## src/rtl/gmsk_v1_mem_arbiter.sv

```systemverilog
// Shares one single-port SRAM between the instruction-fetch and data OBI ports of the core.
// Fixed data priority with an instruction anti-starvation timer and a 1-cycle response path.
module gmsk_v1_mem_arbiter #(
  parameter int unsigned MEM_WORDS = 4096,
  parameter logic [31:0] BASE_ADDR = 32'h0000_0000,
  parameter int unsigned MAX_WAIT  = 4,
  localparam int unsigned AW = $clog2(MEM_WORDS)
) (
  input  logic          clk,
  input  logic          rst,

  input  logic          instr_req_i,
  input  logic [31:0]   instr_addr_i,
  output logic          instr_gnt_o,
  output logic          instr_rvalid_o,
  output logic [31:0]   instr_rdata_o,

  input  logic          data_req_i,
  input  logic          data_we_i,
  input  logic [3:0]    data_be_i,
  input  logic [31:0]   data_addr_i,
  input  logic [31:0]   data_wdata_i,
  output logic          data_gnt_o,
  output logic          data_rvalid_o,
  output logic [31:0]   data_rdata_o,
  output logic          data_err_o,

  output logic          mem_req_o,
  output logic          mem_we_o,
  output logic [3:0]    mem_be_o,
  output logic [AW-1:0] mem_addr_o,
  output logic [31:0]   mem_wdata_o,
  input  logic [31:0]   mem_rdata_i,

  output logic [15:0]   conflict_cnt_o
);

  typedef enum logic [1:0] {RspNone, RspInstr, RspData} rsp_owner_e;

  rsp_owner_e  rsp_owner_q, rsp_owner_d;
  logic        rsp_err_q, rsp_err_d;
  logic        rsp_we_q, rsp_we_d;
  logic [3:0]  wait_q, wait_d;
  logic [15:0] conflict_q, conflict_d;

  logic        starve;
  logic        any_gnt;
  logic [31:0] sel_addr;
  logic [31:0] offset;
  logic        sel_in_range;
  logic        unused_offset_bits;

  assign starve = (wait_q == 4'(MAX_WAIT));

  // Grants are forced low while reset is held, even though they are combinational.
  always_comb begin
    instr_gnt_o = !rst && instr_req_i && (!data_req_i || starve);
    data_gnt_o  = !rst && data_req_i && !instr_gnt_o;
    any_gnt     = instr_gnt_o || data_gnt_o;
  end

  // Range check done with a 33-bit upper bound so a base near the top of the map cannot wrap.
  always_comb begin
    sel_addr     = instr_gnt_o ? instr_addr_i : data_addr_i;
    offset       = sel_addr - BASE_ADDR;
    sel_in_range = (sel_addr >= BASE_ADDR) && ({1'b0, offset} < (33'(MEM_WORDS) << 2));
  end

  assign unused_offset_bits = ^{offset[31:AW+2], offset[1:0]};

  always_comb begin
    mem_req_o   = any_gnt && sel_in_range;
    mem_we_o    = data_gnt_o && data_we_i;
    mem_addr_o  = any_gnt ? offset[AW+1:2] : '0;
    mem_wdata_o = data_gnt_o ? data_wdata_i : '0;
    mem_be_o    = '0;
    if (instr_gnt_o) begin
      mem_be_o = 4'hF;
    end else if (data_gnt_o) begin
      mem_be_o = data_be_i;
    end
  end

  always_comb begin
    wait_d = '0;
    if (instr_req_i && !instr_gnt_o) begin
      wait_d = (wait_q == 4'hF) ? wait_q : wait_q + 4'd1;
    end

    conflict_d = conflict_q;
    if (instr_req_i && data_req_i && (conflict_q != 16'hFFFF)) begin
      conflict_d = conflict_q + 16'd1;
    end
  end

  always_comb begin
    rsp_owner_d = RspNone;
    if (instr_gnt_o) begin
      rsp_owner_d = RspInstr;
    end else if (data_gnt_o) begin
      rsp_owner_d = RspData;
    end
    rsp_err_d = any_gnt && !sel_in_range;
    rsp_we_d  = data_gnt_o && data_we_i;
  end

  always_ff @(posedge clk or posedge rst) begin
    if (rst) begin
      rsp_owner_q <= RspNone;
      rsp_err_q   <= 1'b0;
      rsp_we_q    <= 1'b0;
      wait_q      <= '0;
      conflict_q  <= '0;
    end else begin
      rsp_owner_q <= rsp_owner_d;
      rsp_err_q   <= rsp_err_d;
      rsp_we_q    <= rsp_we_d;
      wait_q      <= wait_d;
      conflict_q  <= conflict_d;
    end
  end

  // Out-of-range fetches return zero so the core takes an illegal-instruction trap.
  always_comb begin
    instr_rvalid_o = 1'b0;
    instr_rdata_o  = '0;
    data_rvalid_o  = 1'b0;
    data_rdata_o   = '0;
    data_err_o     = 1'b0;
    unique case (rsp_owner_q)
      RspInstr: begin
        instr_rvalid_o = 1'b1;
        instr_rdata_o  = rsp_err_q ? 32'h0 : mem_rdata_i;
      end
      RspData: begin
        data_rvalid_o = 1'b1;
        data_err_o    = rsp_err_q;
        data_rdata_o  = (!rsp_err_q && !rsp_we_q) ? mem_rdata_i : 32'h0;
      end
      default: ;
    endcase
  end

  assign conflict_cnt_o = conflict_q;

endmodule
```

## config.mk

```make
export PLATFORM = sky130hd
export DESIGN_NAME = gmsk_v1_mem_arbiter
export DESIGN_NICKNAME = d
export VERILOG_FILES = /design/src/rtl/gmsk_v1_mem_arbiter.sv
export SDC_FILE = /design/constraint.sdc
export NUM_CORES = 1
export LEC_CHECK = 0
export CORE_AREA = 2 2 104 106
export DETAILED_ROUTE_END_ITERATION = 10
export DIE_AREA = 0 0 106 108
export PLACE_DENSITY = 0.75
export REMOVE_ABC_BUFFERS = 1
export SLEW_MARGIN = 20
export SYNTH_ARGS = -nofsm -noshare
export SYNTH_HDL_FRONTEND = slang
export SYNTH_SLANG_ARGS = --single-unit
```

## constraint.sdc

```tcl
create_clock -name clk -period 1.5 [get_ports clk]
set_input_delay 0.15 -clock clk [delete_from_list [all_inputs] [get_ports clk]]
set_output_delay 0.15 -clock clk [all_outputs]
set_load 0.03 [all_outputs]
```

==> metrics.md <==
| Metric | Value |
|---|---|
| DP Wirelength | `10200 um` |
| Seq/Total Area, Yosys | `27.9%` |
| Logic pwr share | `58.3%` |
| Unrepaired setup endpoints after global routing | `yes` |
| Clock Latency Late Sink | `280 ps` |
| DR iter-0 viols | `114` |
| Core ar. | `10200 um2` |
| Most common cell after layout, fill and taps aside | `clkdlybuf4s50_1` |
| Final Skew | `19.4 ps` |
| Status | `finished with violations` |
| Slew Viols, Final | `0` |
| Clock root buffer | `clkbuf_8` |
| CP Capture Type | `output pin` |
| Switching Power | `1.21 mW` |
| DR vias | `3309` |
| Die Y | `108 um` |
| Synth Warn # | `0` |
| Routed len/inst | `19.3 um` |
| I/O Pins | `272` |
| Internal cell power | `2.15 mW` |
| CTS tree | `done` |
| Gr usage total | `21.9%` |
| Router iterations before antenna repair | `4` |
| Slew @ Worst Pin | `404 ps` |
| Seq cells post-synth | `24` |
| Maxcap violations | `0` |
| Final ANT Viol Nets | `0` |
| Htree depth | `1` |
| DRC Markers | `0` |
| Initial antenna violation count | `7` |
| First-pass GRT wire length | `19200 um` |
| Final setup vio count | `129` |
| Die ar. | `11400 um2` |
| Layout area overhead | `192%` |
| Synth Instances | `256` |
| Hold Crit Class | `input pin to async pin` |
| Failing checks | `negative setup slack` |
| Initial core utilization | `21.1%` |
| Critical path required time | `1350 ps` |
| CP max FO | `15` |
| Gpl congestion | `0.896` |
| Pin count of the biggest net entering global routing | `25` |
| Sw Ratio | `35.9%` |
| Port Buffers | `267` |
| Worst slack at placement | `-413 ps` |
| Vias in the first global route | `3468` |
| Reg clk slew, reported paths | `110 ps` |
| Critical path class | `flip-flop to output pin` |
| Avg Cell Area, Syn | `8.42 um2` |
| FMAX | `0.472 GHz` |
| FFs w/ async S/R, synth | `100%` |
| Setup ws final | `-620 ps` |
| Most frequent cells in the layout | `clkdlybuf4s50_1 (132), buf_6 (104), and2_4 (67)` |
| Part of the power in the clock network | `17.6%` |
| Die Wd | `106 um` |
| Worst VDD drop | `0.453 mV` |
| Worst setup SP type | `flip-flop` |
| Fin nets | `708` |
| Synth cell types | `39` |
| Drt total wl | `13700 um` |
| Pwr per Cell Area | `534 nW/um2` |
| Arr. time, crit path | `1970 ps` |
| Mean number of vias per cell | `4.67` |
| Number of flops mapped to enable cells by yosys | `0` |
| Clock sink count | `24` |
| Final hold vios | `0` |
| Row cnt | `37` |
| Ys flop type | `dfrtp_1` |
| Slew HR | `73.0%` |
| Deepest clock path buffer count | `2` |
| Synthesized area | `2150 um2` |
| Part of the power in registers | `24.1%` |
| P_leak | `2.89 nW` |
| Final min period | `2120 ps` |
| Final worst path period share | `141%` |
| Num CTS Buffers | `3` |
| Layout cells sized above 1 | `54.0%` |
| Overall power | `3.36 mW` |
| Grt ovf | `0` |
## sequential cells by signal, summed over array words and instances (netlist names)
signal          flops
conflict_cnt_o     16
rsp_err_q           1
rsp_owner_q         2
rsp_we_q            1
wait_q              4
## layer usage
metal	wire (um)	track usage [%]	up-vias
met1	4640	22.0	1548
met5	47	0	-
met4	446	7.99	8
met2	7300	42.4	195
met3	1250	6.75	31
li1	-	-	1527
## cell type report
class | count | area [um2]
multi-input combinational | 208 | 1870
sequential | 24 | 602
inverter | 6 | 30.0
clock inverter | 1 | 30.0
fill | 809 | 3940
antenna | 5 | 12.5
tap | 136 | 170
timing repair buffer | 325 | 3530
clock buffer | 3 | 41.3
## power groups by stage
stage                     Combinational, mW  Sequential, mW  Clock, mW
after CTS                              1.92           0.805      0.605
final                                  1.96           0.808      0.591
after global routing                   2.06           0.822      0.629
after floorplan                       0.537           0.973          0
after detailed placement               1.68           0.811          0
after global placement                 1.67           0.807          0
## path summary, 6_finish.rpt
path / depth (start not counted) / endpoint / slack [ps] / from
setup / recovery: 7 / mem_addr_o[3] / -620 / wait_q[0]
max in group asynchronous: 4 / rsp_err_q / 770 / rst
hold reg to reg: 1 / conflict_cnt_o[3] / 520 / conflict_cnt_o[3]
setup reg to reg: 7 / rsp_we_q / -240 / wait_q[0]
min in group clk: 1 / conflict_cnt_o[3] / 520 / conflict_cnt_o[3]
hold / removal: 4 / wait_q[0] / 440 / rst
## per-stage QoR
stage	area (um2)	std cells	setup TNS, ps	utilization (%)	hold WS, ps
2_1_floorplan	2070	238	-84680	-	165
3_3_place_gp	5230	683	-16530	51.1	507
3_5_place_dp	5230	683	-19730	51.1	509
4_1_cts	6260	707	-46860	61.2	438
5_1_grt	6280	704	-53950	61.4	500
6_report	6290	708	-45820	61.5	441
## cell usage after synthesis, types with 2 or more instances
cell,count,area [um2]
and4_1,2,17.5
a22o_1,12,105
inv_2,2,7.51
a211oi_1,3,22.5
nand2_1,12,45.0
nor4_1,7,43.8
o211ai_1,4,30.0
buf_2,2,10.0
o21ai_0,5,25.0
nor2_1,5,18.8
inv_1,4,15.0
o2111ai_1,2,17.5
dfrtp_1,24,601
and3_1,39,244
clkbuf_1,13,48.8
ha_1,3,37.5
nand3_1,5,25.0
nand4_1,3,18.8
buf_4,2,15.0
nor2b_1,4,25.0
xor2_1,4,35.0
or4_1,2,15.0
nand3b_1,2,15.0
and2_1,68,425
a2111oi_4,2,55.1
xnor2_1,12,105
## critical path, stage by stage (launching register included)
cell	delay, ps
dfrtp_1	410
inv_1	60
ha_1	140
nand3b_1	110
a211o_4	430
inv_4	180
a22o_1	210
buf_6	140
## timing repair
action                                  CTS  global route
hold buffers                              0             0
endpoints found under the setup margin  151           140
gates cloned                              6             1
setup buffers                            14             4
endpoints found under the hold margin     0             0
pin swaps                                52            20
resized for setup                       213            47
## logic make-up (layout without fill, tap and decap cells)
logic type / count (synthesis) / count (layout) / synth area share (%)
AOI/OAI and AO/OA: 32 / 32 / 13.4
xor gates and xnor gates: 16 / 16 / 6.50
and+or+nand+nor: 155 / 155 / 44.5
muxes: 2 / 2 / 0.987
buffers and inverters: 24 / 335 / 4.99
adders and majority gates: 3 / 3 / 1.74
other: 0 / 5 / 0
DFF: 24 / 24 / 27.9
No activity file was read; power rests on OpenSTA's default activity.
==> RTL change (same flow settings) <==
Change the parameter `MEM_WORDS` from 4096 to 16384.
--- a/src/rtl/gmsk_v1_mem_arbiter.sv
+++ b/src/rtl/gmsk_v1_mem_arbiter.sv
@@ -1,7 +1,7 @@
 // Shares one single-port SRAM between the instruction-fetch and data OBI ports of the core.
 // Fixed data priority with an instruction anti-starvation timer and a 1-cycle response path.
 module gmsk_v1_mem_arbiter #(
-  parameter int unsigned MEM_WORDS = 4096,
+  parameter int unsigned MEM_WORDS = 16384,
   parameter logic [31:0] BASE_ADDR = 32'h0000_0000,
   parameter int unsigned MAX_WAIT  = 4,
   localparam int unsigned AW = $clog2(MEM_WORDS)
Interface: changed (resized mem_addr_o); port bits go from 272 to 274. The function was not compared with the original's and may differ.
==> RTL change against the original RTL <==
The flow still finishes with violations (setup timing). Count of clock-buffer cells in the layout unchanged. Power grew 11%. Design area is 3.1% higher. Critical path type unchanged. Sequential cell count unchanged. Largest power group unchanged. Critical path depth is 1 higher. Worst setup slack improved by 0.13 ns. Wire length rose by 7.4%. Highest routed layer unchanged. Critical endpoint is now mem_addr_o[1]. Synthesized area is 3.1% lower.
==> RTL change: results (changes against the original RTL) <==
| Metric | Value |
|---|---|
| Status | complete, but fails checks |
| Violated checks | setup timing |
| Maximum vdd drop | 0.000473 V (+4.4%) |
| Top cells by area, synth | and2_1 (30%), dfrtp_1 (29%), a22o_1 (5.9%) |
| Clock Pin Slew Worst Setup and Hold Paths | 0.09 ns (-0.02 ns) |
| Pin count of the biggest net entering global routing | 25 (unchanged) |
| Met3 routed WL | 1560 um (+25%) |
| Total track usage | 23.6% (+1.7 points) |
| CP peak stage delay | 0.38 ns (-0.05 ns) |
| PortBufs | 269 (+0.75%) |
| Clock Skew | 0.00478 ns (-0.0146 ns) |
| Fin nets | 730 (+3.1%) |
| Critical Path Fanout Max | 9 (-6) |
| Via density | 4.54 (-2.9%) |
| Slew @ Worst Pin | 0.329 ns (-0.0745 ns) |
| Top cells by instance count after synthesis | and2_1 (100), dfrtp_1 (24), a22o_1 (14), xnor2_1 (14), clkbuf_1 (12) |
| 1st-pass router iterations | 6 (+2) |
| Drt first-iter violations | 133 (+17%) |
| GP Congestion | 0.891 (-0.58%) |
| Setup ws final | -0.490 ns (+0.130 ns) |
| Switching share of power | 36.7% (+0.79 points) |
| Yosys warns | 0 (unchanged) |
| Post-DP HPWL | 10300 um (+0.66%) |
| First-pass GRT wire length | 20500 um (+6.8%) |
| Sequential fraction of the synthesis area | 28.8% (+0.89 points) |
| Netlist cell types | 37 (-5.1%) |
| Routed wl met2 | 7040 um (-3.7%) |
| Vias | 3309 (unchanged) |
| Fill cell count | 802 (-0.87%) |
| Static leakage | 2.99 nW (+3.6%) |
| Routed wire per std cell | 20.2 um (+4.3%) |
| Initial antenna violation count | 9 (+2) |
| Syn Area/Cell | 8.22 um^2 (-2.3%) |
| Post-Place Cell Area | 5150 um^2 (-1.4%) |
| Number of global-route vias before repair | 3456 (-0.35%) |
| Final setup vio count | 132 (+2.3%) |
| Wl on met1 | 5870 um (+26%) |
| Placed insts | 688 (+0.73%) |
| Top sig layer | met5 |
| Crit-path slowest cell | dfrtp_1 |
| CP delay by family, top | buffers and inverters |
| Share of cells above drive strength 1 | 56.2% (+2.2 points) |
[RTL change: changes by cell type in the layout (fill, tap and decap cells not counted), sizes merged, moves of 3 or more]
cell    unedited run  this run
and3              39         2
and2              69       100
buf              176       191
clkbuf             4         9
nand3              5        10
a21o               0         4
nand2             13         9
xor2               4         0
nand4              5         8
o211ai             4         1
[RTL change: repair_timing]
| item | in CTS | in global routing |
|---|---|---|
| setup endpoints to repair | 157 | 142 |
| setup buffers | 12 | 10 |
| cloned | 9 | 6 |
| pin swaps | 67 | 26 |
| resized for setup | 259 | 36 |
[RTL change: metrics by stage]
step	TNS, ns	setup WS, ns
after detailed placement	-15.60	-0.343
after CTS	-38.47	-0.434
after global placement	-13.30	-0.318
after floorplan	-166.44	-1.83
after global routing	-50.06	-0.554
final	-39.39	-0.490
[RTL change: kinds of logic (layout without fill, tap and decap cells)]
kind of cell / after synthesis / count (layout) / share of synthesized area, %
flip-flops: 24 / 24 / 28.8
adder cells (fa/ha/maj): 3 / 3 / 1.80
AO/OA/AOI/OAI: 31 / 31 / 11.9
other: 0 / 4 / 0
multiplexers: 3 / 3 / 1.50
AND/OR/NAND/NOR: 161 / 161 / 46.5
buffers and inverters: 18 / 353 / 3.65
XOR/XNOR: 14 / 14 / 5.87
[RTL change: power by group through the flow]
| stage | clock network [mW] | registers, mW | logic (mW) |
|---|---|---|---|
| after CTS | 0.583 | 0.825 | 2.24 |
| after floorplan | 0 | 1.05 | 0.567 |
| after global routing | 0.622 | 0.842 | 2.44 |
| after detailed placement | 0 | 0.828 | 1.92 |
| after global placement | 0 | 0.822 | 1.89 |
| final | 0.577 | 0.828 | 2.34 |
[RTL change: final timing paths]
kind | start | endpoint | slack, ns | depth (start not counted)
hold / removal | rst | wait_q[2]$_DFFE_PP0P_ | 0.38 | 3
max in group asynchronous | rst | conflict_cnt_o[6]$_DFFE_PP0P_ | 0.85 | 3
hold reg to reg | conflict_cnt_o[7]$_DFFE_PP0P_ | conflict_cnt_o[7]$_DFFE_PP0P_ | 0.52 | 1
setup / recovery | wait_q[0]$_DFFE_PP0P_ | mem_addr_o[1] | -0.49 | 8
setup reg to reg | conflict_cnt_o[0]$_DFFE_PP0P_ | conflict_cnt_o[1]$_DFFE_PP0P_ | -0.27 | 5
min in group clk | conflict_cnt_o[7]$_DFFE_PP0P_ | conflict_cnt_o[7]$_DFFE_PP0P_ | 0.52 | 1
[RTL change: metal layers]
metal / global-route usage (%) / vias to the layer above
met5: 0 / -
met4: 4.14 / 10
met3: 10.7 / 20
met2: 40.5 / 169
met1: 27.6 / 1559
li1: - / 1551
[RTL change: cell type report]
type	count	share of cell area, %
repair buffers	345	58.3
multi-input cells	212	28.3
flip-flops and latches	24	9.28
well taps	136	2.62
clock buffers	3	0.637
clock inverters	1	0.463
inverters	4	0.232
diodes	4	0.154
